===== src/rtl/scfifo_s_stream_out.sv =====
// Read-side adapter: drains scfifo_s_normal into a valid/ready stream via a prefetch buffer.
// Define SCFIFO_S_STREAM_OUT_CHECK_EN to add the sticky err flag and the out_level port.
module scfifo_s_stream_out #(
   parameter int  WIDTH        = 20,
   parameter int  READ_LATENCY = 1,
   parameter int  BUF_DEPTH    = READ_LATENCY + 2,
   localparam int CW           = $clog2(BUF_DEPTH + 1),
   localparam int PW           = $clog2(BUF_DEPTH)
) (
   input  logic             clock,
   input  logic             aclr,
   input  logic             sclr,
   input  logic [WIDTH-1:0] fifo_q,
   input  logic             fifo_empty,
   output logic             fifo_rdreq,
   output logic [WIDTH-1:0] out_data,
   input  logic             out_ready,
`ifdef SCFIFO_S_STREAM_OUT_CHECK_EN
   output logic             err,
   output logic [CW-1:0]    out_level,
`endif
   output logic             out_valid
);

   if (READ_LATENCY < 1 || READ_LATENCY > 3) begin : g_bad_latency
      $error("scfifo_s_stream_out: READ_LATENCY must be 1..3");
   end
   if (BUF_DEPTH < READ_LATENCY + 2) begin : g_bad_depth
      $error("scfifo_s_stream_out: BUF_DEPTH must be >= READ_LATENCY+2");
   end

   logic [BUF_DEPTH-1:0][WIDTH-1:0] mem;
   logic [CW-1:0]                   count;
   logic [PW-1:0]                   wr_ptr;
   logic [PW-1:0]                   rd_ptr;
   logic [READ_LATENCY-1:0]         trk;
   logic [READ_LATENCY:0]           trk_sh;
   logic [CW:0]                     occ;
   logic                            push;
   logic                            pop;

   function automatic logic [PW-1:0] nxt(input logic [PW-1:0] p);
      return (p == PW'(BUF_DEPTH - 1)) ? '0 : p + 1'b1;
   endfunction

   assign push     = trk[READ_LATENCY-1];
   assign pop      = out_valid && out_ready;
   assign trk_sh   = {trk, fifo_rdreq};
   assign occ      = {1'b0, count} + (CW+1)'($countones(trk));

   // Only registered terms here: out_ready never reaches fifo_rdreq.
   assign fifo_rdreq = !aclr && !sclr && !fifo_empty
                       && (occ < (CW+1)'(BUF_DEPTH));

   assign out_valid = (count != '0);
   assign out_data  = mem[rd_ptr];

   always_ff @(posedge clock or posedge aclr) begin
      if (aclr) begin
         count  <= '0;
         wr_ptr <= '0;
         rd_ptr <= '0;
         trk    <= '0;
         mem    <= '0;
      end else if (sclr) begin
         count  <= '0;
         wr_ptr <= '0;
         rd_ptr <= '0;
         trk    <= '0;
         mem    <= '0;
      end else begin
         trk   <= trk_sh[READ_LATENCY-1:0];
         count <= count + CW'(push) - CW'(pop);
         if (push) begin
            mem[wr_ptr] <= fifo_q;
            wr_ptr      <= nxt(wr_ptr);
         end
         if (pop) begin
            rd_ptr <= nxt(rd_ptr);
         end
      end
   end

`ifdef SCFIFO_S_STREAM_OUT_CHECK_EN
   assign out_level = count;

   always_ff @(posedge clock or posedge aclr) begin
      if (aclr) begin
         err <= 1'b0;
      end else if (sclr) begin
         err <= 1'b0;
      end else if ((push && count == CW'(BUF_DEPTH)) ||
                   (pop && count == '0)) begin
         err <= 1'b1;
      end
   end
`endif

endmodule


===== config.mk =====
export PLATFORM = sky130hd
export DESIGN_NAME = scfifo_s_stream_out
export DESIGN_NICKNAME = d
export VERILOG_FILES = /design/src/rtl/scfifo_s_stream_out.sv
export SDC_FILE = /design/constraint.sdc
export NUM_CORES = 1
export LEC_CHECK = 0
export CAP_MARGIN = 15
export CORE_ASPECT_RATIO = 0.8
export CORE_UTILIZATION = 39
export CTS_BUF_LIST = sky130_fd_sc_hd__clkbuf_16
export CTS_CLUSTER_DIAMETER = 80
export CTS_CLUSTER_SIZE = 24
export DETAILED_ROUTE_END_ITERATION = 8
export GPL_ROUTABILITY_DRIVEN = 0
export PLACE_DENSITY = 0.59
export SLEW_MARGIN = 20
export SYNTH_ARGS = -nofsm -noshare
export SYNTH_HDL_FRONTEND = slang
export SYNTH_SLANG_ARGS = --single-unit

===== constraint.sdc =====
create_clock -name clock -period 5.05 [get_ports clock]
set_input_delay 1.515 -clock clock [delete_from_list [all_inputs] [get_ports clock]]
set_output_delay 1.515 -clock clock [all_outputs]
set_load 0.1 [all_outputs]

== Word-level counts from Yosys, hierarchy flattened ==
Cells that the tools add are included.
Operators by class
  multiply operators: 0
  reduce and logical (&&, ||, !) cells: 11
  add/subtract/negate cells: 5
  bitwise logic cells: 0
  multiplexer cells: 15
  order comparisons: 4
  eq/ne operators: 2
  shifts and indexed selects: 0
  div/mod/pow operators: 0
Operator list (number)
  60-bit 2-to-1 mux: 2
  60-bit bitwise mux: 1
  20-bit binary-select mux with 2-bit select: 1
  20-bit demux with 2-bit select: 1
  20-bit 2-to-1 mux: 2
  2-bit 2-to-1 mux: 7
  2-bit by 3-bit less-than comparator with 1-bit output, second input constant: 2
  2-bit nonzero test: 3
  1-bit logical AND: 5
  2-bit by 1-bit adder with 2-bit output, second input constant: 2
  2-bit equality test, second input constant: 2
  2-bit by 1-bit adder with 3-bit output: 1
  1-bit logical NOT: 3
  3-bit by 2-bit less-than comparator with 1-bit output, second input constant: 1
  2-bit by 1-bit adder with 2-bit output: 1
  2-bit by 1-bit >= comparator with 1-bit output, second input constant: 1
  2-bit by 1-bit subtractor with 2-bit output: 1
  1-bit 2-to-1 mux: 1
Word-level totals
  bits in writable memories: 0
  bits of input ports: 25
  memories: 0
  bits in registers: 67
  latch bits: 0
  ROM bits: 0

== Depth between registers and ports, before layout ==
  depth after elaboration: 7
  depth in mapped cells: 6

== Worst setup path before layout ==
Ideal clock, no wire load.
  path kind: in2out
  start point: input sclr
  end point: output fifo_rdreq
  path slack: -0.142 ns
  arrival time: 3.677 ns
  cell stages on the path: 3
  cell sequence: clkbuf_1 or4_1 a21oi_1
On the way
  longest elaborated chain between the ends: 4
Ends and longest elaborated chain
  from (decl): RTL line 12  | input logic sclr,
  1-bit logical NOT: RTL line 52  | assign fifo_rdreq = !aclr && !sclr && !fifo_empty
  1-bit logical AND (2 in a row): RTL line 52
  1-bit logical AND: RTL line 53  | && (occ < (CW+1)'(BUF_DEPTH));
  to (decl): RTL line 15  | output logic fifo_rdreq,
No other way between the ends.

== Final worst setup path ==
  start point: input aclr
  end point: output fifo_rdreq
On the way
  longest elaborated chain between the ends: 4
Ends and longest elaborated chain
  from (decl): RTL line 11  | input logic aclr,
  1-bit logical NOT (no line)
  1-bit logical AND (2 in a row): RTL line 52
  1-bit logical AND: RTL line 53
No other way between the ends.

==> results.cfg <==
[grt]
grt_max_degree = 89
antenna_found_initial = 0
grtUsageTotal_pct = 17.2
grt_first_pass_wirelength_um = 12300
grt_pass1_vias = 2441
grt.overflow.total = 0

[layout]
synthToLayoutAreaGrowth_pct = 21.7
layout.nets = 371
drive_above_1_share_pct = 13.8
diodes = 0
layout_commonest_cell = nand2b_1
final_core_util_pct = 49.7
final_cell_mix = 83 x nand2b_1, 81 x mux2i_1, 67 x dfrtp_1, 27 x buf_4, 24 x clkdlybuf4s50_1
nFillCells = 781

[run]
cap_violations = 0

[route]
drt_first_pass_iters = 4
drt_iter0_drc = 81
remaining_drc_errors = 0
num_vias = 2302
vias_per_cell = 5.02
wl_met3_um = 228
ant_nets = 0
routed_wl_um = 7370
wl_met2_um = 3390
routed.top_layer = met4
wl_met1_um = 3680
wire_per_inst_um = 16.1

[floorplan]
fp.dieW_um = 108
core_area_mm2 = 0.00860
fp.dieH_um = 86.8
row_count = 30
start_util_pct = 40.8
die-area_mm2 = 0.00938
io-pin-count = 47

[clock_network]
cts-resized-gates = 0
insertion_delay_ns = 0.32
cts-root-buf = clkbuf_16
clkTransAtPathRegs_ns = 0.05
cts_setup_buffers = 0
tritoncts = done
cts_hold_buf = 0
ctsLongestPathBuffers = 2
cts_made_buffers = 9
numClockSinks = 67
cts.htree.levels = 3

[timing]
setup_viol = 0
fin_crit_ns = 4.37
rsz0062_at_grt = false
worst_pin_slew_ns = 1.07
hold_viol_final = 0
fmax_ghz = 0.229
whs_ns = 0.537
clock_skew_ns = 0.00437
tns_ns = 0
setup_ws_ns = 0.678
slew_headroom_pct = 28.6
min_period_over_period_pct = 86.6
drv_slew = 0

[critical_path]
r2r_slack_ns = 3.30
critPathMaxFanout = 2
cp_cell_sequence = clkdlybuf4s50_1 > or4_1 > a21oi_2 > buf_12
critical_path_class = input pin to output pin
required_ns = 3.54
rr_endpoint = mem[26]
regToRegStartpoint = push
arrival_ns = 2.86
endpoint_kind = output pin
slowest_stage = or4_1
r2r_cells = 2
start_kind = input pin
slowest_delay_ns = 0.55

[yosys]
synth.top_cell.area_share_pct = 47.8
synth_fa_ha_area_share_pct = 1.43
synthMuxAreaShare_pct = 23.4
synth_seq_area_share_pct = 47.8
syn_inst = 300
synth_top_family_by_area = multiplexers
synth.avg_cell_area_um2 = 11.7
yosys.area_share.simple_pct = 17.5
synth-xor-area-share_pct = 0.642
synth_compound_area_share_pct = 5.78
synth_seq_cells = 67
syn_nets = 329
yosysWarnings = 0
yosysUniqueCellTypes = 24
yosysTopAreaCell = dfrtp_1
yosys-top-cells-area = dfrtp_1 48%, mux2i_1 23%, nand2b_1 15%
syn-cell-area_mm2 = 0.00351

[hold_path]
hold_end = mem[28]
worstHoldStart = mem[28]
min_delay_path_depth = 2
holdCritPathClass = register to register

[power_and_ir_drop]
irDropWorstVdd_mv = 0.372
leakage_nw = 2.05
power_w = 0.00147
powerDensity_mw_per_mm2 = 344

[placed_design]
dp_hpwl_um = 4530
portBuffers = 46
preCtsSetupSlack_ns = 0.683

[outcome]
status = complete, no violations
[synth_stat cells]
cell / n
nand2b_1: 83
mux2i_1: 81
dfrtp_1: 67
o2bb2ai_1: 20
clkbuf_1: 14
buf_2: 5
a21oi_1: 4
ha_1: 4
inv_1: 3
nor2b_1: 3
buf_6: 2
nand3b_1: 2
and3b_1: 1
buf_4: 1
mux2_2: 1
nor2_1: 1
nor3_1: 1
nor3b_2: 1
o21a_1: 1
or2_2: 1
or3b_1: 1
or3b_2: 1
or4_1: 1
xnor3_1: 1
[report_power, final]
group          total (W)  internal [W]  switching, W
combinational   0.000370      0.000117      0.000252
clock           0.000529      0.000321      0.000207
sequential      0.000570      0.000557     0.0000139
[kinds of logic (layout without fill, tap and decap cells)]
kind of cell,count (synthesis),in the layout
buffers and inverters,25,72
AOI/OAI and AO/OA,25,25
adders and majority gates,4,4
muxes,82,82
DFF,67,67
xor gates and xnor gates,1,1
and+or+nand+nor,96,96
[metrics by stage]
| step | cells | instance area [um^2] |
|---|---|---|
| after floorplan | 300 | 3510 |
| after global placement | 443 | 4010 |
| after detailed placement | 443 | 4010 |
| after CTS | 459 | 4270 |
| after global routing | 459 | 4270 |
| final | 459 | 4270 |
[layer usage]
metal	vias up	global-route usage (%)
li1	1120	-
met1	1142	22.9
met2	31	27.9
met3	9	4.89
met4	0	4.11
met5	-	0
[flip-flops by register name, indices dropped and copies added (netlist names)]
register,flops
mem,60
count,2
rd_ptr,2
wr_ptr,2
push,1
[area by class of cell]
| class | instances | area (um^2) | share of cell area [%] |
|---|---|---|---|
| Timing Repair Buffer | 53 | 468 | 11.0 |
| Tap cell | 112 | 140 | 3.28 |
| Clock buffer | 9 | 225 | 5.28 |
| Inverter | 3 | 11.3 | 0.264 |
| Multi-Input combinational cell | 208 | 1720 | 40.2 |
| Sequential cell | 67 | 1680 | 39.3 |
| Clock inverter | 7 | 30.0 | 0.703 |
[worst max-delay path: cells and delay by family]
family	cells	cell delay, ns
buf+inv	2	0.61
simple gates	1	0.55
compound gates	1	0.18
[worst max-delay path by stage]
stage          startpoint          to  slack (ns)  cells past startpoint
2_1_floorplan        sclr  fifo_rdreq        0.47                      3
3_3_place_gp         aclr  fifo_rdreq        0.68                      4
3_5_place_dp         aclr  fifo_rdreq        0.68                      4
4_1_cts              aclr  fifo_rdreq        0.67                      4
5_1_grt              aclr  fifo_rdreq        0.62                      4
6_report             aclr  fifo_rdreq        0.68                      4
No activity file was read; power rests on OpenSTA's default activity.
